$ cat config.mk
export PLATFORM = sky130hd
export DESIGN_NAME = regfile_wb_sched
export DESIGN_NICKNAME = d
export VERILOG_FILES = /design/src/rtl/regfile_wb_sched.sv
export SDC_FILE = /design/constraint.sdc
export NUM_CORES = 1
export LEC_CHECK = 0
export CAP_MARGIN = 20
export CORE_ASPECT_RATIO = 0.7
export CORE_MARGIN = 2
export CORE_UTILIZATION = 58
export DETAILED_ROUTE_END_ITERATION = 7
export PLACE_DENSITY = 0.87
export SYNTH_ARGS = -nofsm -noshare
export SYNTH_HDL_FRONTEND = slang
export SYNTH_SLANG_ARGS = --single-unit
$ cat constraint.sdc
create_clock -name clk -period 20.1 [get_ports clk]
set_input_delay 5.025 -clock clk [delete_from_list [all_inputs] [get_ports clk]]
set_output_delay 5.025 -clock clk [all_outputs]
set_load 0.05 [all_outputs]
$ cat src/rtl/regfile_wb_sched.sv
// regfile_wb_sched
//
// Purpose:
//   Write-port scheduler and load scoreboard for a 32x32 register file
//   (x0 hardwired to zero, one write port, same-cycle write-to-read forwarding).
//   The ALU writeback stage and the load unit share the write port. The ALU
//   always wins. A load response that collides with an ALU write is parked in
//   a one-entry hold buffer. Outstanding load destinations are tracked so
//   decode can be stalled on RAW/WAW hazards.
//
// Ports:
//   clk, rst          clock; asynchronous active-high reset
//   alu_valid/rd/data ALU writeback request (no backpressure)
//   ld_issue/_rd      load issued by decode; ld_issue_ready = tag FIFO not full
//   ld_resp_valid/data load data returning in issue order; ld_resp_ready = hold empty
//   dec_rs1/rs2/rd/rd_valid  decode operands checked for hazards
//   stall             decode hazard stall (combinational)
//   rf_write/addr/wdata register file write port
//   err               sticky protocol error
//
// Handshake semantics: a transfer happens on a cycle where both valid and
// ready are high. Ready never depends on valid in the same cycle. Both readies
// are low while rst is asserted. A valid seen while ready is low is not a
// transfer. The only exception is ld_issue against a full FIFO: that issue is
// dropped and flagged on err.
module regfile_wb_sched #(
    parameter int DEPTH = 4
) (
    input  logic        clk,
    input  logic        rst,
    input  logic        alu_valid,
    input  logic [4:0]  alu_rd,
    input  logic [31:0] alu_data,
    input  logic        ld_issue,
    input  logic [4:0]  ld_issue_rd,
    output logic        ld_issue_ready,
    input  logic        ld_resp_valid,
    input  logic [31:0] ld_resp_data,
    output logic        ld_resp_ready,
    input  logic [4:0]  dec_rs1,
    input  logic [4:0]  dec_rs2,
    input  logic [4:0]  dec_rd,
    input  logic        dec_rd_valid,
    output logic        stall,
    output logic        rf_write,
    output logic [4:0]  rf_addr,
    output logic [31:0] rf_wdata,
    output logic        err
);

    localparam int PTR_W = $clog2(DEPTH);
    localparam int CNT_W = $clog2(DEPTH + 1);

    logic [31:1]      pending;
    logic [4:0]       fifo_mem [DEPTH];
    logic [PTR_W-1:0] wr_ptr;
    logic [PTR_W-1:0] rd_ptr;
    logic [CNT_W-1:0] count;
    logic             hold_valid;
    logic [4:0]       hold_rd;
    logic [31:0]      hold_data;
    logic             err_q;
    logic [4:0]       last_addr;
    logic [31:0]      last_data;

    logic        fifo_full;
    logic        fifo_empty;
    logic        issue_acc;
    logic        resp_acc;
    logic        resp_pop;
    logic [4:0]  head_rd;
    logic        drive;      // write port driven this cycle (updates last_*)
    logic        ld_done;    // a load's data is on the write port
    logic [4:0]  done_rd;
    logic [31:0] pend_full;  // pending with bit 0 tied low so rd can index directly
    logic [31:0] pend_nxt;
    logic [31:0] live;       // pending and not being forwarded this cycle

    assign fifo_full      = (count == CNT_W'(DEPTH));
    assign fifo_empty     = (count == '0);
    assign ld_issue_ready = !rst && !fifo_full;
    assign ld_resp_ready  = !rst && !hold_valid;
    assign issue_acc      = ld_issue && ld_issue_ready;
    assign resp_acc       = ld_resp_valid && ld_resp_ready;
    assign resp_pop       = resp_acc && !fifo_empty;
    assign head_rd        = fifo_mem[rd_ptr];
    assign pend_full      = {pending, 1'b0};
    assign err            = err_q;

    // Write-port arbitration: ALU, then held load, then a direct load response.
    always_comb begin
        rf_write = 1'b0;
        rf_addr  = last_addr;
        rf_wdata = last_data;
        drive    = 1'b0;
        ld_done  = 1'b0;
        done_rd  = head_rd;
        if (alu_valid) begin
            drive    = 1'b1;
            rf_write = (alu_rd != 5'd0);
            rf_addr  = alu_rd;
            rf_wdata = alu_data;
        end else if (hold_valid) begin
            drive    = 1'b1;
            ld_done  = 1'b1;
            done_rd  = hold_rd;
            rf_write = (hold_rd != 5'd0);
            rf_addr  = hold_rd;
            rf_wdata = hold_data;
        end else if (resp_pop) begin
            drive    = 1'b1;
            ld_done  = 1'b1;
            rf_write = (head_rd != 5'd0);
            rf_addr  = head_rd;
            rf_wdata = ld_resp_data;
        end
        if (rst) begin
            rf_write = 1'b0;
            rf_addr  = 5'd0;
            rf_wdata = 32'd0;
        end
    end

    // A register being written this cycle is forwarded by the register
    // file, so it no longer blocks decode.
    always_comb begin
        live = pend_full;
        if (rf_write) live = pend_full & ~(32'd1 << rf_addr);
        stall = !rst && (live[dec_rs1] || live[dec_rs2] || (dec_rd_valid && live[dec_rd]));
    end

    // Clear on completion first, then set on issue, so a same-cycle
    // issue to the same rd leaves the bit set.
    always_comb begin
        pend_nxt = pend_full;
        if (ld_done && done_rd != 5'd0) pend_nxt[done_rd] = 1'b0;
        if (issue_acc && ld_issue_rd != 5'd0) pend_nxt[ld_issue_rd] = 1'b1;
    end

    always_ff @(posedge clk) begin
        if (issue_acc) fifo_mem[wr_ptr] <= ld_issue_rd;
    end

    always_ff @(posedge clk or posedge rst) begin
        if (rst) begin
            pending    <= '0;
            wr_ptr     <= '0;
            rd_ptr     <= '0;
            count      <= '0;
            hold_valid <= 1'b0;
            hold_rd    <= 5'd0;
            hold_data  <= 32'd0;
            err_q      <= 1'b0;
            last_addr  <= 5'd0;
            last_data  <= 32'd0;
        end else begin
            pending <= pend_nxt[31:1];
            if (issue_acc) wr_ptr <= wr_ptr + 1'b1;
            if (resp_pop)  rd_ptr <= rd_ptr + 1'b1;
            count <= count + CNT_W'(issue_acc) - CNT_W'(resp_pop);

            // ld_resp_ready is low while holding, so a pop never lands on a full hold.
            if (alu_valid && resp_pop) begin
                hold_valid <= 1'b1;
                hold_rd    <= head_rd;
                hold_data  <= ld_resp_data;
            end else if (!alu_valid && hold_valid) begin
                hold_valid <= 1'b0;
            end

            if (drive) begin
                last_addr <= rf_addr;
                last_data <= rf_wdata;
            end

            if ((ld_issue && fifo_full) ||
                (resp_acc && fifo_empty) ||
                (alu_valid && alu_rd != 5'd0 && pend_full[alu_rd]))
                err_q <= 1'b1;
        end
    end

endmodule

* Word-level counts from Yosys, hierarchy flattened
Memories as Yosys holds them, arrays and structs flattened. Cells that the tools add are included. W data, S select, Z words.
Storage, ports and cells: word-level logic and storage cells 100, RAM bits 20, register bits 114, input port bits 95, memories kept 1, output and inout port bits 42
Cells by class: $lt $le $gt $ge 8, bitwise gates (word level) 5, $add $sub $neg 4, shift operators 1, equal/unequal tests 1, mux-type cells 37, reduce and logical (&&, ||, !) cells 33
Memories:
- fifo_mem | words 4, width 5, rd ports 1, clocked after Yosys merged registers in 0, write ports 1, line 55 | logic [4:0] fifo_mem [DEPTH];
Operator list (count):
- $mux W32 | 7
- $and A32 B32 Y32 | 2
- $not A32 Y32 | 2
- $lt A5 B6 Y1 const B | 6
- $or A32 B32 Y32 | 1
- $shl A1 B5 Y32 const A | 1
- $mux W5 | 6
- $reduce_bool A5 Y1 | 5
- $bmux W1 S5 | 4
- $mux W1 | 18
- $logic_and A1 B1 Y1 | 17
- $demux W1 S5 | 2
- $ge A5 B1 Y1 const B | 2
- $logic_not A1 Y1 | 5
- $add A2 B1 Y2 const B | 2
- $logic_or A1 B1 Y1 | 4
- $add A3 B1 Y3 | 1
- $eq A3 B3 Y1 const B | 1
- $logic_not A3 Y1 | 1
- $sub A3 B1 Y3 | 1
- $reduce_bool A2 Y1 | 1

* Longest topological paths before layout
Gate-level depths: netlist of the first run.
word-level depth 17, gate-level depth with buffers 13, depth with buffers taken out 11

* Worst setup path before layout of the first run
Ideal clock, no wire load.
path type input-to-output, start point input rst, end point output stall, arrival 11013 ps, path slack 4062 ps, buffers on the path 2, stages on the path 12, data required time 15075 ps, cell sequence inv_1 -> o21ai_0 -> a31oi_1 -> a21bo_1 -> buf_6 -> buf_2 -> o31ai_2 -> mux2i_1 -> o2bb2ai_1 -> a22o_1 -> a2111oi_0 -> a41oi_1
Between the ends: cells in the longest elaborated chain, start to end 17, elaborated cells between the ends (all ways) 26, classes of those cells shift (1); mux (15); bitwise (2); reduce/logical (8)
Ends and longest elaborated chain:
- start: declaration | line 30 | input logic rst,
- $logic_not A1 Y1 (no line)
- $logic_and A1 B1 Y1 | line 82 | assign ld_resp_ready = !rst && !hold_valid;
- $logic_and A1 B1 Y1 | line 84 | assign resp_acc = ld_resp_valid && ld_resp_ready;
- $logic_and A1 B1 Y1 | line 85 | assign resp_pop = resp_acc && !fifo_empty;
- $mux W5 | line 110 | end else if (resp_pop) begin
- $mux W5 | line 103 | end else if (hold_valid) begin
- $mux W5 | line 98 | if (alu_valid) begin
- $mux W5 * | line 117 | if (rst) begin
- net rf_addr[0] | line 46 | output logic [4:0] rf_addr,
- (+1 left out)
- $not A32 Y32 * | line 128 | if (rf_write) live = pend_full & ~(32'd1 << rf_addr);
- $and A32 B32 Y32 * | line 128
- $mux W32 * | line 128
- $bmux W1 S5 | line 129 | stall = !rst && (live[dec_rs1] || live[dec_rs2] || (dec_rd_valid && live[dec_rd]));
- $mux W1 (not written as such) | line 129
- $logic_or A1 B1 Y1 or $logic_and A1 B1 Y1 (tied branches) | line 129
- $logic_or A1 B1 Y1 * | line 129
- $logic_and A1 B1 Y1 * | line 129
- end: declaration | line 44 | output logic stall,
The timed path passes the listed nets; every way through them passes the cells marked *. The select of a mux whose other input is x is not followed.

* Worst setup path in the final report of the first run
start point input alu_valid, end point output stall
Between the ends: cells in the longest elaborated chain, start to end 11, elaborated cells between the ends (all ways) 18, classes of those cells shift (1); mux (11); bitwise (2); reduce/logical (4)
Ends and longest elaborated chain:
- start: declaration | line 31 | input logic alu_valid,
- $mux W5 | line 98
- $mux W5 | line 117
- $shl A1 B5 Y32 | line 128
- $not A32 Y32 | line 128
- $and A32 B32 Y32 | line 128
- $mux W32 * | line 128
- $bmux W1 S5 | line 129
- $mux W1 (not written as such) | line 129
- $logic_or A1 B1 Y1 or $logic_and A1 B1 Y1 (tied branches) | line 129
- $logic_or A1 B1 Y1 * | line 129
- $logic_and A1 B1 Y1 * | line 129
Mark *: on every way between the ends. The rest lies on a longest branch, timed or not. The select of a mux whose other input is x is not followed.

==> results.cfg, run 1 <==
[clock_tree]
cts_sinks = 134
cts_resized = 0
clkTransAtPathRegs_ns = 0.06
cts_buffers = 17
post_cts_buffers = 0
clk_path_buf_depth = 2
cts.root.buffer_cell = clkbuf_16
cts_tree = built
h-tree-depth = 4
hold_buffers = 0
clock_latency_ns = 0.42

[layout]
drive_above_1_share = 0.133
layout.nets = 992
design_area_sq_um = 9860
antenna_cells = 0
area_growth_pct = 25.6
regArea_sq_um = 3450
fillers = 864
fin_cells = 1088
multiInputGateArea_sq_um = 4090

[critical_path]
startpoint_type = input pin
r2r-start = hold_valid
critPathKind = in -> out
cp_top_family = buffers and inverters
crit_path_end_kind = primary output
cp_max_fo = 37
cpPeakStageDelay_ns = 0.80
worstPathRequired_ns = 15.07
crit_chain = clkdlybuf4s50_1 -> inv_2 -> nand2_1 -> o31ai_2 -> nand2_1 -> o311ai_0 -> a21oi_1 -> a2111oi_0 -> nor4_1 -> a2111oi_0 -> a41oi_1 -> clkdlybuf4s50_1
slowest_stage = clkdlybuf4s50_1
r2r_slack_ns = 16.59
worstPathArrival_ns = 10.02
critPathBufInv = 3
critPathLaunch = alu_valid

[global_route]
grt.total_usage = 0.389
antenna_found_initial = 0
overflow = 0
grt_pass1_wl_microns = 42500
grt_pass1_vias = 7350
grt_max_degree = 66

[logic_synthesis]
synth_fp_nets = 884
synth_top_area_frac = 0.364
ys.flop_type = dfrtp_1
yosysTopAreaCell = dfrtp_1
syn_area_per_cell_sq_um = 10.0
synthCells = 782
synthesis.area_sq_um = 7850
yosys-top-cells-area = dfrtp_1, edfxtp_1, mux2_2
yosysSeqAreaShare = 0.440
synth_warnings = 0
synth_edf_count = 20
ys_types = 70
synth.ff_latch_count = 134
async_reset_ff_frac = 0.851

[sta]
setup_viol = 0
slew_violations = 0
worst_pin_slew_ns = 0.932
setup_tns_ns = 0
skew_ns = 0.00671
max_freq_ghz = 0.0664
min_period_ns = 15.05
timing.final.hold_violations = 0
hold_ws_ns = 0.480
rsz0062_at_grt = no
fin_crit_sh = 0.749
slew-limit-headroom = 0.376

[place]
place_area_sq_um = 9290
port_buffers = 136
gp_congestion = 1.01
dpl.cell_count = 1056
place_hpwl_microns = 18900

[floorplan]
die_y_microns = 101
core_sq_um = 13200
ios = 137
die-width_microns = 143
dieArea_sq_um = 14500
start_util = 0.595
fp-row-count = 35

[power]
power_leakage_nw = 4.00
max-vdd-ir-drop_v = 0.0000961
p_per_area_nw_per_um2 = 123

[drt]
route.detailed.drc = 0
vias = 7635
drtAntennaViolNets = 0
wirelength_microns = 27300
avgViaCountPerCell = 7.02
first_iter_violations = 758
drt_first_pass_iters = 7
drt-wirelength-per-cell_microns = 25.1

[outcome]
outcome = finished clean

[min_path]
hold_path_class = reg -> reg
worstHoldStart = last_data[4]

[run]
max-cap-violations = 0
## cell usage after synthesis (5+ instances only)
cell	number
a21o_1	35
a21oi_1	20
a31oi_1	5
and3_1	5
clkbuf_1	46
dfrtp_1	114
edfxtp_1	20
ha_1	6
inv_1	19
mux2_2	50
mux2i_1	17
mux4_2	15
nand2_1	57
nand2b_1	8
nand3_1	21
nor2_1	28
nor3_1	39
o2111ai_1	7
o211ai_1	5
o21ai_0	77
o22ai_1	65
o311ai_0	6
o31a_1	11
o31ai_1	15
xnor2_1	7
## routing by layer
metal,share of wire,global-route usage,vias to the layer above
li1,-,-,3249
met1,0.41,0.576,3687
met2,0.43,0.584,631
met3,0.13,0.0979,68
met4,0.020,0.0914,0
met5,0,0,-
## cell type report
class,instances,area share
inverter,22,0.00863
multi-input combinational,571,0.414
sequential,134,0.350
clock inverter,14,0.0141
timing repair buffer,144,0.146
clock buffer,18,0.0435
tap,185,0.0235
## placed cells by master (no fill, tap or decap), types with 3 or more instances in the layout
cell type / synthesis / layout
clkdlybuf4s50_1: 0 / 135
dfrtp_1: 114 / 114
o21ai_0: 77 / 77
o22ai_1: 65 / 65
nand2_1: 57 / 57
mux2_2: 50 / 50
nor3_1: 39 / 39
a21o_1: 35 / 35
nor2_1: 28 / 27
nand3_1: 21 / 21
a21oi_1: 20 / 20
edfxtp_1: 20 / 20
inv_1: 19 / 18
mux2i_1: 17 / 17
clkbuf_16: 0 / 17
mux4_2: 15 / 15
o31ai_1: 15 / 15
o31a_1: 11 / 11
nand2b_1: 8 / 8
xnor2_1: 7 / 7
o2111ai_1: 7 / 7
buf_4: 1 / 7
o311ai_0: 6 / 6
ha_1: 6 / 6
inv_6: 0 / 6
and3_1: 5 / 5
o211ai_1: 5 / 5
a31oi_1: 5 / 5
nor3b_1: 4 / 4
or3_1: 4 / 4
o31ai_2: 4 / 4
o21a_1: 4 / 4
nand3b_1: 4 / 4
nand4_1: 4 / 4
a2111oi_0: 4 / 4
or4_1: 3 / 3
nor2b_1: 3 / 3
nor4_1: 3 / 3
## stage by stage
stage / util / power (mW) / setup WS, ns
3_3_place_gp: 0.703 / 0.861 / 5.22
5_1_grt: 0.748 / 1.27 / 4.64
4_1_cts: 0.748 / 1.19 / 5.22
3_5_place_dp: 0.705 / 0.883 / 5.20
6_report: 0.748 / 1.21 / 5.05
2_1_floorplan: - / 0.728 / 4.06
## logic make-up after synthesis
kind of cell	synth area share
flops	0.440
mux	0.136
simple gates	0.121
fa+ha+maj	0.0121
buf+inv	0.0397
xor+xnor	0.00781
compound gates	0.243
## report_power, final
group | internal [mW] | leakage, nW | switching [mW]
clock network | 0.174 | 0.276 | 0.128
registers | 0.366 | 1.59 | 0.0952
logic | 0.188 | 2.13 | 0.263
## final timing paths
| path | endpoint | cells after the start |
|---|---|---|
| setup reg to reg | last_data[9] | 9 |
| hold / removal | last_data[4] | 1 |
| setup / recovery | stall | 12 |
| min in group asynchronous | last_data[7] | 3 |
| max in group asynchronous | pending[23] | 4 |
| hold reg to reg | last_data[4] | 1 |
## registers in the layout (all words and copies together), names as in the netlist
name	cells
err	1
hold_valid	1
hold_rd	5
rd_ptr	2
fifo_mem	20
wr_ptr	2
pending	31
count	3
last_data	32
last_addr	5
hold_data	32
Power figures use the tool's default switching activity.
==> run 2: changes to the inputs <==
Settings changed: CORE_UTILIZATION 58 to 54, PLACE_DENSITY 0.87 to 0.81.
Clock period 20.1 ns to 15.4 ns, I/O delays scaled along.
==> run 2 against run 1 <==
Clock skew grew 0.00088 ns. Setup slack lost 2.5 ns. Core utilization shrank 4.5 points. Register-to-register slack lost 4.4 ns. Sequential power grew 30%. Global-route usage shrank 4.2 points. Clock power grew 33%. Via count shrank 2.7%. Final area grew 0.18%. Critical endpoint unchanged. Largest cell class unchanged. Largest power group unchanged.
==> results.cfg, run 2 (synthesis results as in run 1) <==
[layout]
top_regs = hold_data x32, last_data x32, pending x31
layout.nets = 991
fin_util = 0.703
mostFrequentLayoutCells = clkdlybuf4s50_1, dfrtp_1, o21ai_0, o22ai_1, nand2_1
final_common_cell = clkdlybuf4s50_1
multiInputGateArea_sq_um = 4090
fillers = 1015
regArea_sq_um = 3450
area_growth_pct = 25.9
drive_above_1_share = 0.131
fin_cells = 1093
design_area_sq_um = 9880

[sta]
min_period_ns = 12.84
skew_ns = 0.00760
rsz0062_at_grt = no
setup_tns_ns = 0
fin_ws_ns = 2.56
setup_viol = 0
hold_ws_ns = 0.476
slew-limit-headroom = 0.361
worst_pin_slew_ns = 0.955
timing.final.hold_violations = 0
max_freq_ghz = 0.0779
slew_violations = 0
fin_crit_sh = 0.834

[power]
power_leakage_nw = 3.99
p_per_area_nw_per_um2 = 159
max-vdd-ir-drop_v = 0.000134
power_mw = 1.57

[drt]
drtAntennaViolNets = 0
avgViaCountPerCell = 6.80
vias = 7430
route.detailed.drc = 0
wirelength_microns = 26200
drt-wirelength-per-cell_microns = 24.0
drt_first_pass_iters = 5
first_iter_violations = 679

[outcome]
outcome = finished clean

[place]
dp_slack_ns = 2.79
gp_congestion = 1.01
port_buffers = 136
dpl.cell_count = 1060
place_area_sq_um = 9290
place_hpwl_microns = 18700

[clock_tree]
cts.root.buffer_cell = clkbuf_16
clock_latency_ns = 0.43
post_cts_buffers = 0
cts_tree = built
clk_path_buf_depth = 2
cts_sinks = 134
cts_resized = 0
h-tree-depth = 4
hold_buffers = 0
clkTransAtPathRegs_ns = 0.05
cts_buffers = 17

[critical_path]
crit_path_end_kind = primary output
r2r_slack_ns = 12.16
slowest_stage = clkdlybuf4s50_1
crit_chain = clkdlybuf4s50_1 -> inv_2 -> o21ai_0 -> a31o_2 -> inv_2 -> nand2_1 -> o311ai_0 -> a21oi_1 -> a2111oi_0 -> nor4_1 -> a2111oi_0 -> a41oi_1 -> clkdlybuf4s50_1
startpoint_type = input pin
reg2reg_depth = 8
critPathLaunch = alu_valid
critPathBufInv = 4
critPathKind = in -> out
cpPeakStageDelay_ns = 0.79
cp_top_family = buffers and inverters
worstPathArrival_ns = 8.99
cp_max_fo = 37
reg2reg_to = pending[8]
worstPathRequired_ns = 11.55
r2r-start = hold_valid

[min_path]
worstHoldStart = last_data[8]
hold_depth = 1
hold_end = last_data[8]
hold_path_class = reg -> reg

[floorplan]
fp-row-count = 36
die-width_microns = 148
dieArea_sq_um = 15500
start_util = 0.558
core_sq_um = 14100
die_y_microns = 105
ios = 137

[global_route]
grt.total_usage = 0.347
grt_pass1_vias = 7280
grt_max_degree = 66
antenna_found_initial = 2
overflow = 0
grt_pass1_wl_microns = 41500

[run]
max-cap-violations = 0
## run 2: cell types whose count changed in the layout (fill, tap and decap cells not counted), sizes merged
cell      change
buf           -1
bufinv        +1
clkbuf        +1
clkinv        +2
clkinvlp      +1
diode         +1
inv           -5
## run 2: how the worst max path moves through the flow
stage,endpoint,slack [ns],cells past startpoint
after floorplan,stall,1.71,12
after global placement,stall,2.82,12
after detailed placement,stall,2.79,12
after CTS,stall,2.79,12
after global routing,stall,2.28,12
final,stall,2.56,13
## run 2: report_power, final
group / internal (mW) / switching [mW]
Sequential: 0.477 / 0.121
Combinational: 0.245 / 0.329
Clock: 0.241 / 0.161
## run 2: layout make-up
| cell class | count | area share |
|---|---|---|
| Multi-Input combinational cell | 571 | 0.414 |
| Timing Repair Buffer | 143 | 0.145 |
| Sequential cell | 134 | 0.350 |
| Clock buffer | 19 | 0.0438 |
| Inverter | 22 | 0.00861 |
| Tap cell | 190 | 0.0241 |
| Antenna cell | 1 | 0.000253 |
| Clock inverter | 13 | 0.0153 |
## run 2: metal layers
metal	vias to the layer above	track usage	wire length [microns]
li1	3241	-	-
met1	3638	0.511	11100
met2	488	0.495	11200
met3	61	0.115	3440
met4	2	0.0884	497
met5	-	0	17
==> run 3: changes to the inputs <==
Clock period 15.4 ns to 12.7 ns, I/O delays scaled along.
==> run 3 against run 2 <==
Count of clock-buffer cells in the layout up 2. Final cell count barely moved. Sequential cell count unchanged. Sequential share of layout area barely moved. Register-to-register slack worse by 2.7 ns. Highest routed layer is now met4.
==> results.cfg, run 3 (synthesis results as in run 1) <==
[outcome]
outcome = finished clean

[power]
power_leakage_nw = 4.00
max-vdd-ir-drop_v = 0.000126
p_per_area_nw_per_um2 = 193

[critical_path]
worstPathArrival_ns = 8.23
worstPathRequired_ns = 9.52
cpPeakStageDelay_ns = 0.83
cp_top_family = buffers and inverters
r2r_slack_ns = 9.49
reg2reg_to = pending[3]
crit_top_cell = clkdlybuf4s50_1
crit_path_end_kind = primary output
cp_max_fo = 37
r2r-start = hold_valid
critPathKind = in -> out
critPathBufInv = 3
startpoint_type = input pin
slowest_stage = clkdlybuf4s50_1
crit_chain = clkdlybuf4s50_1 -> inv_2 -> o21ai_0 -> a31oi_1 -> a21bo_1 -> o31ai_1 -> mux2_2 -> o2111a_1 -> nor4_1 -> a2111oi_0 -> a41oi_1 -> clkdlybuf4s50_1
reg2reg_depth = 8

[clock_tree]
h-tree-depth = 4
cts_tree = built
cts_resized = 0
post_cts_buffers = 0
clkTransAtPathRegs_ns = 0.06
cts_buffers = 17
clock_latency_ns = 0.42
hold_buffers = 0
cts.root.buffer_cell = clkbuf_16
clk_path_buf_depth = 2
cts_sinks = 134

[place]
place_hpwl_microns = 18600
gp_congestion = 1.03
dpl.cell_count = 1060
place_area_sq_um = 9290
port_buffers = 136

[min_path]
worstHoldStart = last_data[22]
hold_path_class = reg -> reg
hold_depth = 1
hold_end = last_data[22]

[layout]
layout.nets = 991
area_growth_pct = 26.0
fillers = 1033
design_area_sq_um = 9890
top_regs = hold_data x32, last_data x32, pending x31
drive_above_1_share = 0.133
mostFrequentLayoutCells = clkdlybuf4s50_1, dfrtp_1, o21ai_0, o22ai_1, nand2_1
antenna_cells = 0
final_common_cell = clkdlybuf4s50_1
fin_cells = 1092

[sta]
setup_viol = 0
worst_pin_slew_ns = 0.931
min_period_ns = 11.40
skew_ns = 0.0171
rsz0062_at_grt = no
timing.final.hold_violations = 0
slew-limit-headroom = 0.376
slew_violations = 0
hold_ws_ns = 0.479
fin_crit_sh = 0.898
max_freq_ghz = 0.0877
setup_tns_ns = 0

[global_route]
use_met1 = 0.506
grt.total_usage = 0.341
antenna_found_initial = 0
grt_max_degree = 66
grt_pass1_vias = 7217
grt_pass1_wl_microns = 41000
overflow = 0
grt_busiest_layer = met1
grt_util_met3 = 0.0978
met2_usage = 0.495

[floorplan]
core_sq_um = 14100
die_y_microns = 105
dieArea_sq_um = 15500
die-width_microns = 148
ios = 137
fp-row-count = 36
start_util = 0.558

[drt]
drt-wirelength-per-cell_microns = 24.1
route.detailed.drc = 0
vias = 7483
first_iter_violations = 736
avgViaCountPerCell = 6.85
wirelength_microns = 26300
drt_first_pass_iters = 5
drtAntennaViolNets = 0

[run]
max-cap-violations = 0
-- run 3: cell count changes in the layout (fill, tap and decap cells not counted), sizes merged --
cell / previous run / this run
bufinv: 2 / 0
clkbuf: 19 / 21
clkinv: 6 / 4
clkinvlp: 3 / 2
diode: 1 / 0
inv: 24 / 27
-- run 3: power breakdown --
part	total, mW	internal, mW	switching, mW	leakage, nW
sequential	0.725	0.579	0.146	1.59
combinational	0.700	0.297	0.403	2.13
clock	0.486	0.284	0.202	0.288
total	1.91	1.16	0.751	4.00
-- run 3: through the flow --
step | total power, mW | setup slack [ns] | util
global route | 1.99 | 0.982 | 0.703
global placement | 1.36 | 1.61 | 0.659
finish | 1.91 | 1.30 | 0.703
floorplan | 1.15 | 0.362 | -
detailed placement | 1.39 | 1.53 | 0.661
CTS | 1.89 | 1.50 | 0.703
-- run 3: worst max-delay path by stage --
stage	start	to	slack, ns	cells past startpoint
global route	alu_valid	stall	0.98	12
floorplan	rst	stall	0.36	12
detailed placement	alu_valid	stall	1.53	12
finish	alu_valid	stall	1.30	12
CTS	alu_valid	stall	1.50	12
global placement	alu_valid	stall	1.61	12
-- run 3: layout make-up --
class | count | area, sq um | share of cell area
clock inverters | 11 | 104 | 0.0105
well taps | 190 | 238 | 0.0240
repair buffers | 143 | 1430 | 0.145
clock buffers | 21 | 492 | 0.0497
inverters | 22 | 85.1 | 0.00861
multi-input cells | 571 | 4090 | 0.413
flip-flops and latches | 134 | 3450 | 0.349
-- run 3: worst register-to-register path, cell delays in order (launching register included) --
cell and delay, ns:
dfrtp_1 0.54, nor3b_1 0.69, nand2_1 0.36, clkinv_1 0.28
nand2_1 0.34, a21oi_1 0.34, nand3_1 0.15, o21ai_0 0.25
o21ai_0 0.13
-- run 3: per-layer routing --
metal	vias to the layer above	share of wire
li1	3245	-
met1	3701	0.43
met2	493	0.43
met3	44	0.12
met4	0	0.015
met5	-	0
